$ cat src/rtl/alu_cmd_issuer.sv
// -----------------------------------------------------------------------------
// alu_cmd_issuer
//
// Issue-side initiator for the 36-bit ALU. Accepts one operation command at a
// time over a valid/ready channel, presents its operands and opcode to the ALU
// for a single EXEC cycle, samples the ALU's combinational result and returns
// it with the command tag over a valid/ready response channel. It also owns
// the architectural Z/N flags. Only SUBS updates them, and they are derived
// from the sampled result rather than from the ALU's own flag outputs.
//
// Ports
//   i_clk, i_rst          clock, synchronous active-high reset
//   i_cmd_valid/o_cmd_ready, i_cmd_op/a/b/tag   command channel
//   o_alu_a/b/op          registered ALU operand/control inputs
//   i_alu_result          ALU combinational result
//   o_rsp_valid/i_rsp_ready, o_rsp_result/tag/err   response channel
//   o_flag_z, o_flag_n    architectural zero / negative flags
//   o_busy                high whenever the issuer is not idle
// -----------------------------------------------------------------------------
`ifndef ALU_ADD
`define ALU_ADD  3'd0
`endif
`ifndef ALU_SUB
`define ALU_SUB  3'd1
`endif
`ifndef ALU_SUBS
`define ALU_SUBS 3'd2
`endif
`ifndef ALU_AND
`define ALU_AND  3'd3
`endif
`ifndef ALU_OR
`define ALU_OR   3'd4
`endif

module alu_cmd_issuer #(
    parameter int DATA_WIDTH   = 36,
    parameter int ALU_OP_WIDTH = 3,
    parameter int TAG_WIDTH    = 4
) (
    input  logic                    i_clk,
    input  logic                    i_rst,
    input  logic                    i_cmd_valid,
    output logic                    o_cmd_ready,
    input  logic [ALU_OP_WIDTH-1:0] i_cmd_op,
    input  logic [DATA_WIDTH-1:0]   i_cmd_a,
    input  logic [DATA_WIDTH-1:0]   i_cmd_b,
    input  logic [TAG_WIDTH-1:0]    i_cmd_tag,
    output logic [DATA_WIDTH-1:0]   o_alu_a,
    output logic [DATA_WIDTH-1:0]   o_alu_b,
    output logic [ALU_OP_WIDTH-1:0] o_alu_op,
    input  logic [DATA_WIDTH-1:0]   i_alu_result,
    output logic                    o_rsp_valid,
    input  logic                    i_rsp_ready,
    output logic [DATA_WIDTH-1:0]   o_rsp_result,
    output logic [TAG_WIDTH-1:0]    o_rsp_tag,
    output logic                    o_rsp_err,
    output logic                    o_flag_z,
    output logic                    o_flag_n,
    output logic                    o_busy
);

    localparam logic [ALU_OP_WIDTH-1:0] LP_OP_ADD  = `ALU_ADD;
    localparam logic [ALU_OP_WIDTH-1:0] LP_OP_SUB  = `ALU_SUB;
    localparam logic [ALU_OP_WIDTH-1:0] LP_OP_SUBS = `ALU_SUBS;
    localparam logic [ALU_OP_WIDTH-1:0] LP_OP_AND  = `ALU_AND;
    localparam logic [ALU_OP_WIDTH-1:0] LP_OP_OR   = `ALU_OR;

    typedef enum logic [1:0] {
        ST_IDLE = 2'd0,
        ST_EXEC = 2'd1,
        ST_RESP = 2'd2
    } state_t;

    // Only the five ALU encodings may ever reach the ALU.
    function automatic logic op_is_legal(input logic [ALU_OP_WIDTH-1:0] op);
        logic legal;
        case (op)
            LP_OP_ADD, LP_OP_SUB, LP_OP_SUBS, LP_OP_AND, LP_OP_OR: legal = 1'b1;
            default:                                             legal = 1'b0;
        endcase
        return legal;
    endfunction

    state_t                  r_state;
    state_t                  w_state_base;
    state_t                  w_state_nxt;
    logic                    w_cmd_ready;
    logic                    w_accept;
    logic                    w_legal;

    logic [DATA_WIDTH-1:0]   r_alu_a;
    logic [DATA_WIDTH-1:0]   r_alu_b;
    logic [ALU_OP_WIDTH-1:0] r_alu_op;
    logic                    r_rsp_valid;
    logic [DATA_WIDTH-1:0]   r_rsp_result;
    logic [TAG_WIDTH-1:0]    r_rsp_tag;
    logic                    r_rsp_err;
    logic                    r_flag_z;
    logic                    r_flag_n;
    logic                    r_busy;

    // Next-state and command-ready decode for the issue FSM.
    always_comb begin
        w_state_base = r_state;
        w_cmd_ready  = 1'b0;
        case (r_state)
            ST_IDLE: begin
                w_cmd_ready  = 1'b1;
                w_state_base = ST_IDLE;
            end
            ST_EXEC: begin
                w_cmd_ready  = 1'b0;
                w_state_base = ST_RESP;
            end
            ST_RESP: begin
                // A new command may only enter while the held response drains.
                w_cmd_ready  = i_rsp_ready;
                w_state_base = i_rsp_ready ? ST_IDLE : ST_RESP;
            end
            default: begin
                w_cmd_ready  = 1'b0;
                w_state_base = ST_IDLE;
            end
        endcase
        w_legal     = op_is_legal(i_cmd_op);
        w_accept    = i_cmd_valid & w_cmd_ready;
        // Illegal ops skip EXEC and answer directly with an error response.
        w_state_nxt = w_accept ? (w_legal ? ST_EXEC : ST_RESP) : w_state_base;
    end

    // State register plus datapath, response and flag registers.
    always_ff @(posedge i_clk) begin
        if (i_rst) begin
            r_state      <= ST_IDLE;
            r_alu_a      <= {DATA_WIDTH{1'b0}};
            r_alu_b      <= {DATA_WIDTH{1'b0}};
            r_alu_op     <= {ALU_OP_WIDTH{1'b0}};
            r_rsp_valid  <= 1'b0;
            r_rsp_result <= {DATA_WIDTH{1'b0}};
            r_rsp_tag    <= {TAG_WIDTH{1'b0}};
            r_rsp_err    <= 1'b0;
            r_flag_z     <= 1'b0;
            r_flag_n     <= 1'b0;
            r_busy       <= 1'b0;
        end else begin
            r_state     <= w_state_nxt;
            r_rsp_valid <= (w_state_nxt == ST_RESP);
            r_busy      <= (w_state_nxt != ST_IDLE);
            if (w_accept && w_legal) begin
                // ALU inputs only move on a legal accept and hold otherwise.
                r_alu_a   <= i_cmd_a;
                r_alu_b   <= i_cmd_b;
                r_alu_op  <= i_cmd_op;
                r_rsp_tag <= i_cmd_tag;
            end else if (w_accept) begin
                r_rsp_result <= {DATA_WIDTH{1'b0}};
                r_rsp_err    <= 1'b1;
                r_rsp_tag    <= i_cmd_tag;
            end else if (r_state == ST_EXEC) begin
                r_rsp_result <= i_alu_result;
                r_rsp_err    <= 1'b0;
                if (r_alu_op == LP_OP_SUBS) begin
                    r_flag_z <= (i_alu_result == {DATA_WIDTH{1'b0}});
                    r_flag_n <= i_alu_result[DATA_WIDTH-1];
                end
            end
        end
    end

    // No command is taken while reset is being applied.
    assign o_cmd_ready  = w_cmd_ready & ~i_rst;
    assign o_alu_a      = r_alu_a;
    assign o_alu_b      = r_alu_b;
    assign o_alu_op     = r_alu_op;
    assign o_rsp_valid  = r_rsp_valid;
    assign o_rsp_result = r_rsp_result;
    assign o_rsp_tag    = r_rsp_tag;
    assign o_rsp_err    = r_rsp_err;
    assign o_flag_z     = r_flag_z;
    assign o_flag_n     = r_flag_n;
    assign o_busy       = r_busy;

endmodule

$ cat config.mk
export PLATFORM = sky130hd
export DESIGN_NAME = alu_cmd_issuer
export DESIGN_NICKNAME = d
export VERILOG_FILES = /design/src/rtl/alu_cmd_issuer.sv
export SDC_FILE = /design/constraint.sdc
export NUM_CORES = 1
export LEC_CHECK = 0
export CORE_ASPECT_RATIO = 1.1
export CORE_UTILIZATION = 39
export CTS_BUF_LIST = sky130_fd_sc_hd__clkbuf_8
export CTS_CLUSTER_SIZE = 16
export DETAILED_ROUTE_END_ITERATION = 7
export GPL_TIMING_DRIVEN = 0
export HOLD_SLACK_MARGIN = 0.03
export PLACE_DENSITY = 0.82
export SETUP_SLACK_MARGIN = 0.05
export SKIP_LAST_GASP = 1
export SYNTH_ARGS = -nofsm -noshare
export SYNTH_HDL_FRONTEND = slang
export SYNTH_SLANG_ARGS = --single-unit
$ cat constraint.sdc
create_clock -name i_clk -period 2.1 [get_ports i_clk]
set_input_delay 0.42 -clock i_clk [delete_from_list [all_inputs] [get_ports i_clk]]
set_output_delay 0.42 -clock i_clk [all_outputs]
set_load 0.1 [all_outputs]
==> flow_summary.html, run 1 <==
<table>
<tr><th>Metric</th><th>Value</th></tr>
<tr><th colspan="2">Place</th></tr>
<tr><td>Final HPWL from detailed placement</td><td>10560 um</td></tr>
<tr><td>Dpl ws</td><td>-682.0 ps</td></tr>
<tr><td>Gp weighted congestion</td><td>0.8011</td></tr>
<tr><td>Port buffer count</td><td>238</td></tr>
<tr><th colspan="2">Worst setup path</th></tr>
<tr><td>Data required, critical path</td><td>1680 ps</td></tr>
<tr><td>Register-to-register path setup slack</td><td>200 ps</td></tr>
<tr><td>Delay contributed by the slowest stage of the critical path</td><td>840 ps</td></tr>
<tr><td>Nature of the critical path endpoint</td><td>output port</td></tr>
<tr><td>Cell depth of the worst flop-to-flop path</td><td>7</td></tr>
<tr><td>Signal arrival time at the worst endpoint</td><td>1590 ps</td></tr>
<tr><td>Worst-path cell with the longest stage delay</td><td>clkdlybuf4s15_1</td></tr>
<tr><td>Category of the worst setup path launch point</td><td>register</td></tr>
<tr><td>Largest fanout on the critical path</td><td>2</td></tr>
<tr><td>Family with the most delay on the worst path</td><td>buffers and inverters</td></tr>
<tr><td>Capturing point of the worst reg2reg path</td><td>o_rsp_result[18]$_SDFFE_PP0P_</td></tr>
<tr><td>Crit-path cells</td><td>clkdlybuf4s15_1</td></tr>
<tr><td>CP Buf/Inv Count</td><td>1</td></tr>
<tr><td>Type of the worst setup path</td><td>reg2out</td></tr>
<tr><td>Start of the worst register-to-register path</td><td>r_state[1]$_SDFF_PP0_</td></tr>
<tr><th colspan="2">Clock tree</th></tr>
<tr><td>Number of clock sinks</td><td>121</td></tr>
<tr><td># H-tree levels</td><td>4</td></tr>
<tr><td>Post-CTS setup-driven buffer insertion count</td><td>0</td></tr>
<tr><td>Clock root buffer</td><td>clkbuf_8</td></tr>
<tr><td>Clock tree from TritonCTS</td><td>built</td></tr>
<tr><td>Clock-pin slew reported for the worst setup and hold paths after clock tree synthesis</td><td>60 ps</td></tr>
<tr><td>CTS Buffer Depth</td><td>2</td></tr>
<tr><td>Insertion delay of the later-clocked pin in the worst-skew pair</td><td>430 ps</td></tr>
<tr><td>CTS buffer count</td><td>17</td></tr>
<tr><td>Number of hold buffers added after cts</td><td>0</td></tr>
<tr><th colspan="2">Hold path</th></tr>
<tr><td>Worst min path class</td><td>in2reg</td></tr>
<tr><td>Hold path startpoint</td><td>i_rst</td></tr>
<tr><td>Hold path depth</td><td>2</td></tr>
<tr><td>Worst-case hold path end point</td><td>o_busy$_SDFF_PP0_</td></tr>
<tr><th colspan="2">Timing</th></tr>
<tr><td>Final setup violating endpoints</td><td>0</td></tr>
<tr><td>Rel. slew slack</td><td>0.3473</td></tr>
<tr><td>Measured slew at the worst slew-check pin</td><td>982.9 ps</td></tr>
<tr><td>Clock Skew</td><td>8.855 ps</td></tr>
<tr><td>Slack of the critical path</td><td>87.99 ps</td></tr>
<tr><td>Timing-limited maximum frequency</td><td>497.0 MHz</td></tr>
<tr><td>Number of max-slew violations in the final report</td><td>0</td></tr>
<tr><td>Final Hold Vio Count</td><td>0</td></tr>
<tr><td>Setup repair after global routing missed its margin</td><td>no</td></tr>
<tr><td>Fin crit share</td><td>0.9581</td></tr>
<tr><td>Setup tns final</td><td>0 ps</td></tr>
<tr><td>Tightest hold margin</td><td>454.2 ps</td></tr>
<tr><td>Time the worst path needs with I/O delays and setup</td><td>2012 ps</td></tr>
<tr><th colspan="2">Final layout</th></tr>
<tr><td>Storage element area</td><td>2426 um^2</td></tr>
<tr><td>Fraction of final layout cells with drive strength greater than 1</td><td>0.2520</td></tr>
<tr><td>Multi-input gate area in the final layout</td><td>1679 um^2</td></tr>
<tr><td>Area growth from synthesis to final layout</td><td>63.14%</td></tr>
<tr><td>Final antenna diode count</td><td>0</td></tr>
<tr><td>Filler cell count</td><td>874</td></tr>
<tr><td>Nets</td><td>851</td></tr>
<tr><th colspan="2">Global routing</th></tr>
<tr><td>Aggregate global-route resource usage</td><td>0.2434</td></tr>
<tr><td>Total grt overflow</td><td>0</td></tr>
<tr><td>First-pass GRT wire length</td><td>21310 um</td></tr>
<tr><td>Vias in the first global route</td><td>4449</td></tr>
<tr><td>Pin count of the biggest net entering global routing</td><td>17</td></tr>
<tr><td>Initial antenna violation count</td><td>0</td></tr>
<tr><th colspan="2">Detailed routing</th></tr>
<tr><td>Drc violations</td><td>0</td></tr>
<tr><td>Routed WL</td><td>13800 um</td></tr>
<tr><td>Wire per inst</td><td>15.59 um</td></tr>
<tr><td>Initial detailed-routing violation count</td><td>97</td></tr>
<tr><td>ANT nets after route</td><td>0</td></tr>
<tr><td>Routed via count divided by cell count</td><td>4.947</td></tr>
<tr><td>First-pass detailed-route iteration total</td><td>4</td></tr>
<tr><td>Total via count after detailed routing</td><td>4378</td></tr>
<tr><th colspan="2">Logic synthesis</th></tr>
<tr><td>Number of distinct library cells after synthesis</td><td>34</td></tr>
<tr><td>Top-area cell type share of the netlist area</td><td>0.5686</td></tr>
<tr><td>Ranking of synthesized cells by instance count</td><td>nand2_1 (153), dfxtp_1 (121), a21oi_1 (80)</td></tr>
<tr><td>Cell count after synthesis</td><td>472</td></tr>
<tr><td>Fraction of the yosys area taken by sequential cells</td><td>0.5686</td></tr>
<tr><td>Number of enable flip-flop cells after synthesis</td><td>0</td></tr>
<tr><td>Most used flip-flop cell after synthesis</td><td>dfxtp_1</td></tr>
<tr><td>Area of the mapped netlist</td><td>4260 um^2</td></tr>
<tr><td>Post-synthesis async set-or-reset flop share</td><td>0</td></tr>
<tr><td>Count of synthesis-stage warnings from yosys</td><td>0</td></tr>
<tr><td>Synthesized net count</td><td>594</td></tr>
<tr><td>Flip-flop and latch count after synthesis</td><td>121</td></tr>
<tr><td>Most used standard cell by instance count after synthesis</td><td>nand2_1</td></tr>
<tr><td>Mean cell area of the mapped netlist</td><td>9.026 um^2</td></tr>
<tr><td>Post-synth top area cell</td><td>dfxtp_1</td></tr>
<tr><td>Dominant cells by area after synthesis</td><td>dfxtp_1 (57%), nand2_1 (13%), a21oi_1 (9.4%), a22o_2 (4.5%), a22o_1 (3.5%)</td></tr>
<tr><th colspan="2">Pwr</th></tr>
<tr><td>Power density normalized to cell area</td><td>874.0 nW/um^2</td></tr>
<tr><td>Internal cell power</td><td>3927 uW</td></tr>
<tr><td>Combinational share of power</td><td>0.266</td></tr>
<tr><td>Sw Share</td><td>0.3535</td></tr>
<tr><td>Largest voltage drop on the vdd net</td><td>0.4509 mV</td></tr>
<tr><td>Portion of total power attributed to sequential cells</td><td>0.407</td></tr>
<tr><td>Leakage component of the power</td><td>0.002790 uW</td></tr>
<tr><td>Clock Power Share</td><td>0.326</td></tr>
<tr><td>Net switching power</td><td>2147 uW</td></tr>
<tr><th colspan="2">Die</th></tr>
<tr><td>Area inside the core boundary</td><td>10490 um^2</td></tr>
<tr><td>Core Rows</td><td>39</td></tr>
<tr><td>Chip width</td><td>101.7 um</td></tr>
<tr><td>Io pins</td><td>240</td></tr>
<tr><td>Y dimension of the die</td><td>111.6 um</td></tr>
<tr><td>Die area</td><td>11350 um^2</td></tr>
<tr><td>Starting density of the core</td><td>0.4061</td></tr>
<tr><th colspan="2">Outcome</th></tr>
<tr><td>Outcome</td><td>finished, final reports clean</td></tr>
<tr><th colspan="2">Job</th></tr>
<tr><td>Number of max-capacitance violations reported</td><td>0</td></tr>
</table>
-- sequential cells by signal, indices dropped and copies added (netlist names) --
| signal | cells |
|---|---|
| o_flag_n | 1 |
| o_rsp_result | 36 |
| r_state | 2 |
| o_alu_op | 3 |
| o_alu_b | 36 |
| o_alu_a | 36 |
| o_busy | 1 |
| o_flag_z | 1 |
| o_rsp_err | 1 |
| o_rsp_tag | 4 |
-- final cells by class --
| type | instances | share of cell area |
|---|---|---|
| Multi-Input combinational cell | 316 | 0.2416 |
| Clock inverter | 13 | 0.01620 |
| Timing Repair Buffer | 238 | 0.3044 |
| Sequential cell | 121 | 0.3491 |
| Inverter | 3 | 0.001620 |
| Buffer | 32 | 0.02376 |
| Tap cell | 143 | 0.02574 |
| Clock buffer | 19 | 0.03762 |
-- cell families after synthesis --
group / after synthesis / share of synthesized area
AND/OR/NAND/NOR: 186 / 0.1789
AO/OA/AOI/OAI: 126 / 0.2000
flip-flops: 121 / 0.5686
buffers and inverters: 35 / 0.04141
adder cells (fa/ha/maj): 3 / 0.008812
multiplexers: 1 / 0.002350
-- stage by stage --
stage / util / total power (uW) / instances / area, um^2
after global placement: 0.6513 / 4184 / 853 / 6833
after floorplan: - / 3651 / 472 / 4272
after CTS: 0.6906 / 6141 / 885 / 7246
after detailed placement: 0.6513 / 4212 / 853 / 6833
after global routing: 0.6625 / 6292 / 885 / 6950
final: 0.6625 / 6074 / 885 / 6950
-- placed cells by master, fill, tap and decap left out, types with 3 or more instances in the layout --
| cell | instances |
|---|---|
| a21oi_1 | 80 |
| a22o_1 | 17 |
| a22o_2 | 19 |
| buf_2 | 18 |
| buf_6 | 3 |
| clkbuf_1 | 10 |
| clkbuf_2 | 64 |
| clkbuf_8 | 19 |
| clkdlybuf4s15_1 | 15 |
| clkdlybuf4s15_2 | 40 |
| clkdlybuf4s50_1 | 117 |
| clkinv_2 | 6 |
| dfxtp_1 | 120 |
| inv_1 | 6 |
| nand2_1 | 153 |
| nor2_1 | 10 |
| nor3_1 | 4 |
| nor4_1 | 7 |
-- worst max path at each step --
stage	startpoint	endpoint	cells past startpoint	slack, ps
floorplan	o_alu_op[1]$_SDFFE_PP0P_	o_flag_z$_SDFFE_PP0P_	4	120
global placement	i_rsp_ready	o_cmd_ready	4	-640
detailed placement	i_rsp_ready	o_cmd_ready	4	-680
CTS	r_state[0]$_SDFF_PP0_	o_cmd_ready	5	-80
global route	o_rsp_result[25]$_SDFFE_PP0P_	o_rsp_result[25]	1	50
finish	o_alu_b[29]$_SDFFE_PP0P_	o_alu_b[29]	1	90
-- per-layer routing --
layer	track usage	part of all wire
met5	0	0
met4	0.1140	0.028
met3	0.09856	0.10
met2	0.4297	0.50
met1	0.2453	0.37
-- power by group through the flow --
stage          logic [uW]  registers, uW  clock network [uW]
5_1_grt              1690           2490                2120
3_3_place_gp         1670           2520                   0
3_5_place_dp         1690           2530                   0
6_report             1620           2480                1980
4_1_cts              1640           2480                2020
2_1_floorplan         307           3340                   0
-- repair_timing --
action	CTS	global route
endpoints found under the setup margin	121	96
pin swaps	0	1
gates resized for setup	280	74
(Power assumes the default switching activity.)
==> run 2: changes to the inputs <==
- CORE_UTILIZATION: 39 -> 49
- DONT_BUFFER_PORTS: default -> 1
- PLACE_DENSITY: 0.82 -> 0.65
- clock period: 2.1 -> 2.5 ns (I/O delays scaled with it)
==> run 2 against run 1 <==
Against the previous run:
- setup slack better by 25 ps
- clock skew up 5.9 ps
- sequential cell count unchanged
- critical path type unchanged
- critical endpoint is now o_cmd_ready
- largest power group unchanged
==> flow_summary.html, run 2 (synthesis gave the netlist of run 1 again) <==
<table>
<tr><th>Metric</th><th>Value</th></tr>
<tr><th colspan="2">Die</th></tr>
<tr><td>Y dimension of the die</td><td>99.80 um</td></tr>
<tr><td>Io pins</td><td>240</td></tr>
<tr><td>Core Rows</td><td>35</td></tr>
<tr><td>Area inside the core boundary</td><td>8408 um^2</td></tr>
<tr><td>Die area</td><td>9072 um^2</td></tr>
<tr><td>Starting density of the core</td><td>0.5067</td></tr>
<tr><td>Chip width</td><td>90.91 um</td></tr>
<tr><th colspan="2">Detailed routing</th></tr>
<tr><td>Drc violations</td><td>0</td></tr>
<tr><td>Routed WL</td><td>10820 um</td></tr>
<tr><td>ANT nets after route</td><td>0</td></tr>
<tr><td>Wire per inst</td><td>17.59 um</td></tr>
<tr><td>First-pass detailed-route iteration total</td><td>5</td></tr>
<tr><td>Total via count after detailed routing</td><td>3403</td></tr>
<tr><td>Initial detailed-routing violation count</td><td>121</td></tr>
<tr><td>Routed via count divided by cell count</td><td>5.533</td></tr>
<tr><th colspan="2">Worst setup path</th></tr>
<tr><td>Type of the worst setup path</td><td>reg2out</td></tr>
<tr><td>Worst-path cell with the longest stage delay</td><td>dfxtp_4</td></tr>
<tr><td>Category of the worst setup path launch point</td><td>register</td></tr>
<tr><td>Signal arrival time at the worst endpoint</td><td>1890 ps</td></tr>
<tr><td>Delay contributed by the slowest stage of the critical path</td><td>550 ps</td></tr>
<tr><td>Crit-path cells</td><td>ha_2 &gt; a21oi_2 &gt; nor2_4</td></tr>
<tr><td>Largest fanout on the critical path</td><td>5</td></tr>
<tr><td>Nature of the critical path endpoint</td><td>output port</td></tr>
<tr><td>Data required, critical path</td><td>2000 ps</td></tr>
<tr><th colspan="2">Timing</th></tr>
<tr><td>Time the worst path needs with I/O delays and setup</td><td>2387 ps</td></tr>
<tr><td>Clock Skew</td><td>14.71 ps</td></tr>
<tr><td>Measured slew at the worst slew-check pin</td><td>1130 ps</td></tr>
<tr><td>Rel. slew slack</td><td>0.2454</td></tr>
<tr><td>Number of max-slew violations in the final report</td><td>0</td></tr>
<tr><td>Fin crit share</td><td>0.9547</td></tr>
<tr><td>Final setup violating endpoints</td><td>0</td></tr>
<tr><td>Setup tns final</td><td>0 ps</td></tr>
<tr><td>Timing-limited maximum frequency</td><td>419.0 MHz</td></tr>
<tr><td>Setup repair after global routing missed its margin</td><td>no</td></tr>
<tr><td>Final Hold Vio Count</td><td>0</td></tr>
<tr><th colspan="2">Final layout</th></tr>
<tr><td>Commonest non-fill, non-tap cell in the layout</td><td>nand2_1</td></tr>
<tr><td>Final antenna diode count</td><td>0</td></tr>
<tr><td>Nets</td><td>613</td></tr>
<tr><td>Area growth from synthesis to final layout</td><td>14.45%</td></tr>
<tr><td>Layout Cell Area excl Fill</td><td>4876 um^2</td></tr>
<tr><td>Most frequent cells in the layout</td><td>nand2_1 (153), dfxtp_1 (120), a21oi_1 (80)</td></tr>
<tr><td>Fraction of final layout cells with drive strength greater than 1</td><td>0.1706</td></tr>
<tr><th colspan="2">Clock tree</th></tr>
<tr><td>Number of hold buffers added after cts</td><td>0</td></tr>
<tr><td>Number of cells upsized or downsized after cts</td><td>3</td></tr>
<tr><td>Clock tree from TritonCTS</td><td>built</td></tr>
<tr><td>Number of clock sinks</td><td>121</td></tr>
<tr><td>Post-CTS setup-driven buffer insertion count</td><td>0</td></tr>
<tr><td>Insertion delay of the later-clocked pin in the worst-skew pair</td><td>420 ps</td></tr>
<tr><td>Clock root buffer</td><td>clkbuf_8</td></tr>
<tr><td>CTS Buffer Depth</td><td>2</td></tr>
<tr><td># H-tree levels</td><td>4</td></tr>
<tr><td>Clock-pin slew reported for the worst setup and hold paths after clock tree synthesis</td><td>80 ps</td></tr>
<tr><td>CTS buffer count</td><td>17</td></tr>
<tr><th colspan="2">Global routing</th></tr>
<tr><td>Initial antenna violation count</td><td>0</td></tr>
<tr><td>Vias in the first global route</td><td>3279</td></tr>
<tr><td>Aggregate global-route resource usage</td><td>0.2306</td></tr>
<tr><td>First-pass GRT wire length</td><td>16210 um</td></tr>
<tr><td>Pin count of the biggest net entering global routing</td><td>17</td></tr>
<tr><td>Total grt overflow</td><td>0</td></tr>
<tr><th colspan="2">Pwr</th></tr>
<tr><td>Largest voltage drop on the vdd net</td><td>0.5354 mV</td></tr>
<tr><td>Leakage component of the power</td><td>0.001817 uW</td></tr>
<tr><td>Power density normalized to cell area</td><td>1044 nW/um^2</td></tr>
<tr><th colspan="2">Place</th></tr>
<tr><td>Gp weighted congestion</td><td>0.7945</td></tr>
<tr><td>Port buffer count</td><td>0</td></tr>
<tr><td>Final HPWL from detailed placement</td><td>8133 um</td></tr>
<tr><td>Cell area after placement</td><td>4407 um^2</td></tr>
<tr><th colspan="2">Outcome</th></tr>
<tr><td>Outcome</td><td>finished, final reports clean</td></tr>
<tr><th colspan="2">Job</th></tr>
<tr><td>Number of max-capacitance violations reported</td><td>0</td></tr>
<tr><th colspan="2">Hold path</th></tr>
<tr><td>Worst min path class</td><td>in2reg</td></tr>
</table>
-- run 2: changes by cell type in the layout (fill, tap and decap cells not counted), sizes merged, moves of 2 or more --
cell	before	now
bufinv	2	4
clkbuf	93	30
clkinv	6	3
clkdlybuf4s50	117	0
clkdlybuf4s15	55	0
-- run 2: per-layer routing --
layer	global-route usage	share of wire	vias up	wire length, um
met5	0	0	-	0
li1	-	-	1640	-
met3	0.1167	0.13	16	1360
met1	0.2285	0.35	1550	3810
met4	0.1001	0.019	0	207
met2	0.4073	0.50	197	5439
-- run 2: stage by stage --
stage,util,hold WS (ps),worst slack [ps],power (uW),cells
CTS,0.5799,177.0,74.71,5130,615
global route,0.5799,178.5,57.34,5256,615
floorplan,-,625.5,21.20,3067,472
global placement,0.5241,627.7,-229.8,3140,583
detailed placement,0.5241,629.5,-341.6,3156,583
finish,0.5799,205.9,113.3,5090,615
-- run 2: path summary, 6_finish.rpt --
| check | start | end | slack, ps | cells past startpoint |
|---|---|---|---|---|
| hold / removal | i_cmd_a[15] | o_alu_a[15]$_SDFFE_PP0P_ | 210 | 2 |
| hold reg to reg | r_state[0]$_SDFF_PP0_ | o_busy$_SDFF_PP0_ | 810 | 4 |
| setup reg to reg | r_state[1]$_SDFF_PP0_ | o_rsp_result[23]$_SDFFE_PP0P_ | 240 | 7 |
| setup / recovery | r_state[1]$_SDFF_PP0_ | o_cmd_ready | 110 | 3 |
-- run 2: critical path: cells and delay by family, from the launching register on --
| family | cells | cell delay, ps |
|---|---|---|
| AND/OR/NAND/NOR | 1 | 530 |
| AO/OA/AOI/OAI | 1 | 110 |
| flip-flops | 1 | 550 |
| adder cells (fa/ha/maj) | 1 | 280 |
-- run 2: layout make-up --
cell class | instances | area [um^2]
Buffer | 32 | 165.2
Clock buffer | 20 | 275.3
Clock inverter | 12 | 187.7
Fill cell | 772 | 3532
Inverter | 3 | 11.26
Multi-Input combinational cell | 316 | 1672
Sequential cell | 121 | 2426
Tap cell | 111 | 138.9
-- run 2: where the power goes --
part           switching [uW]  leakage, uW  internal [uW]
clock                     797     0.000227           1180
combinational             206     0.000604            113
sequential                768     0.000987           2020
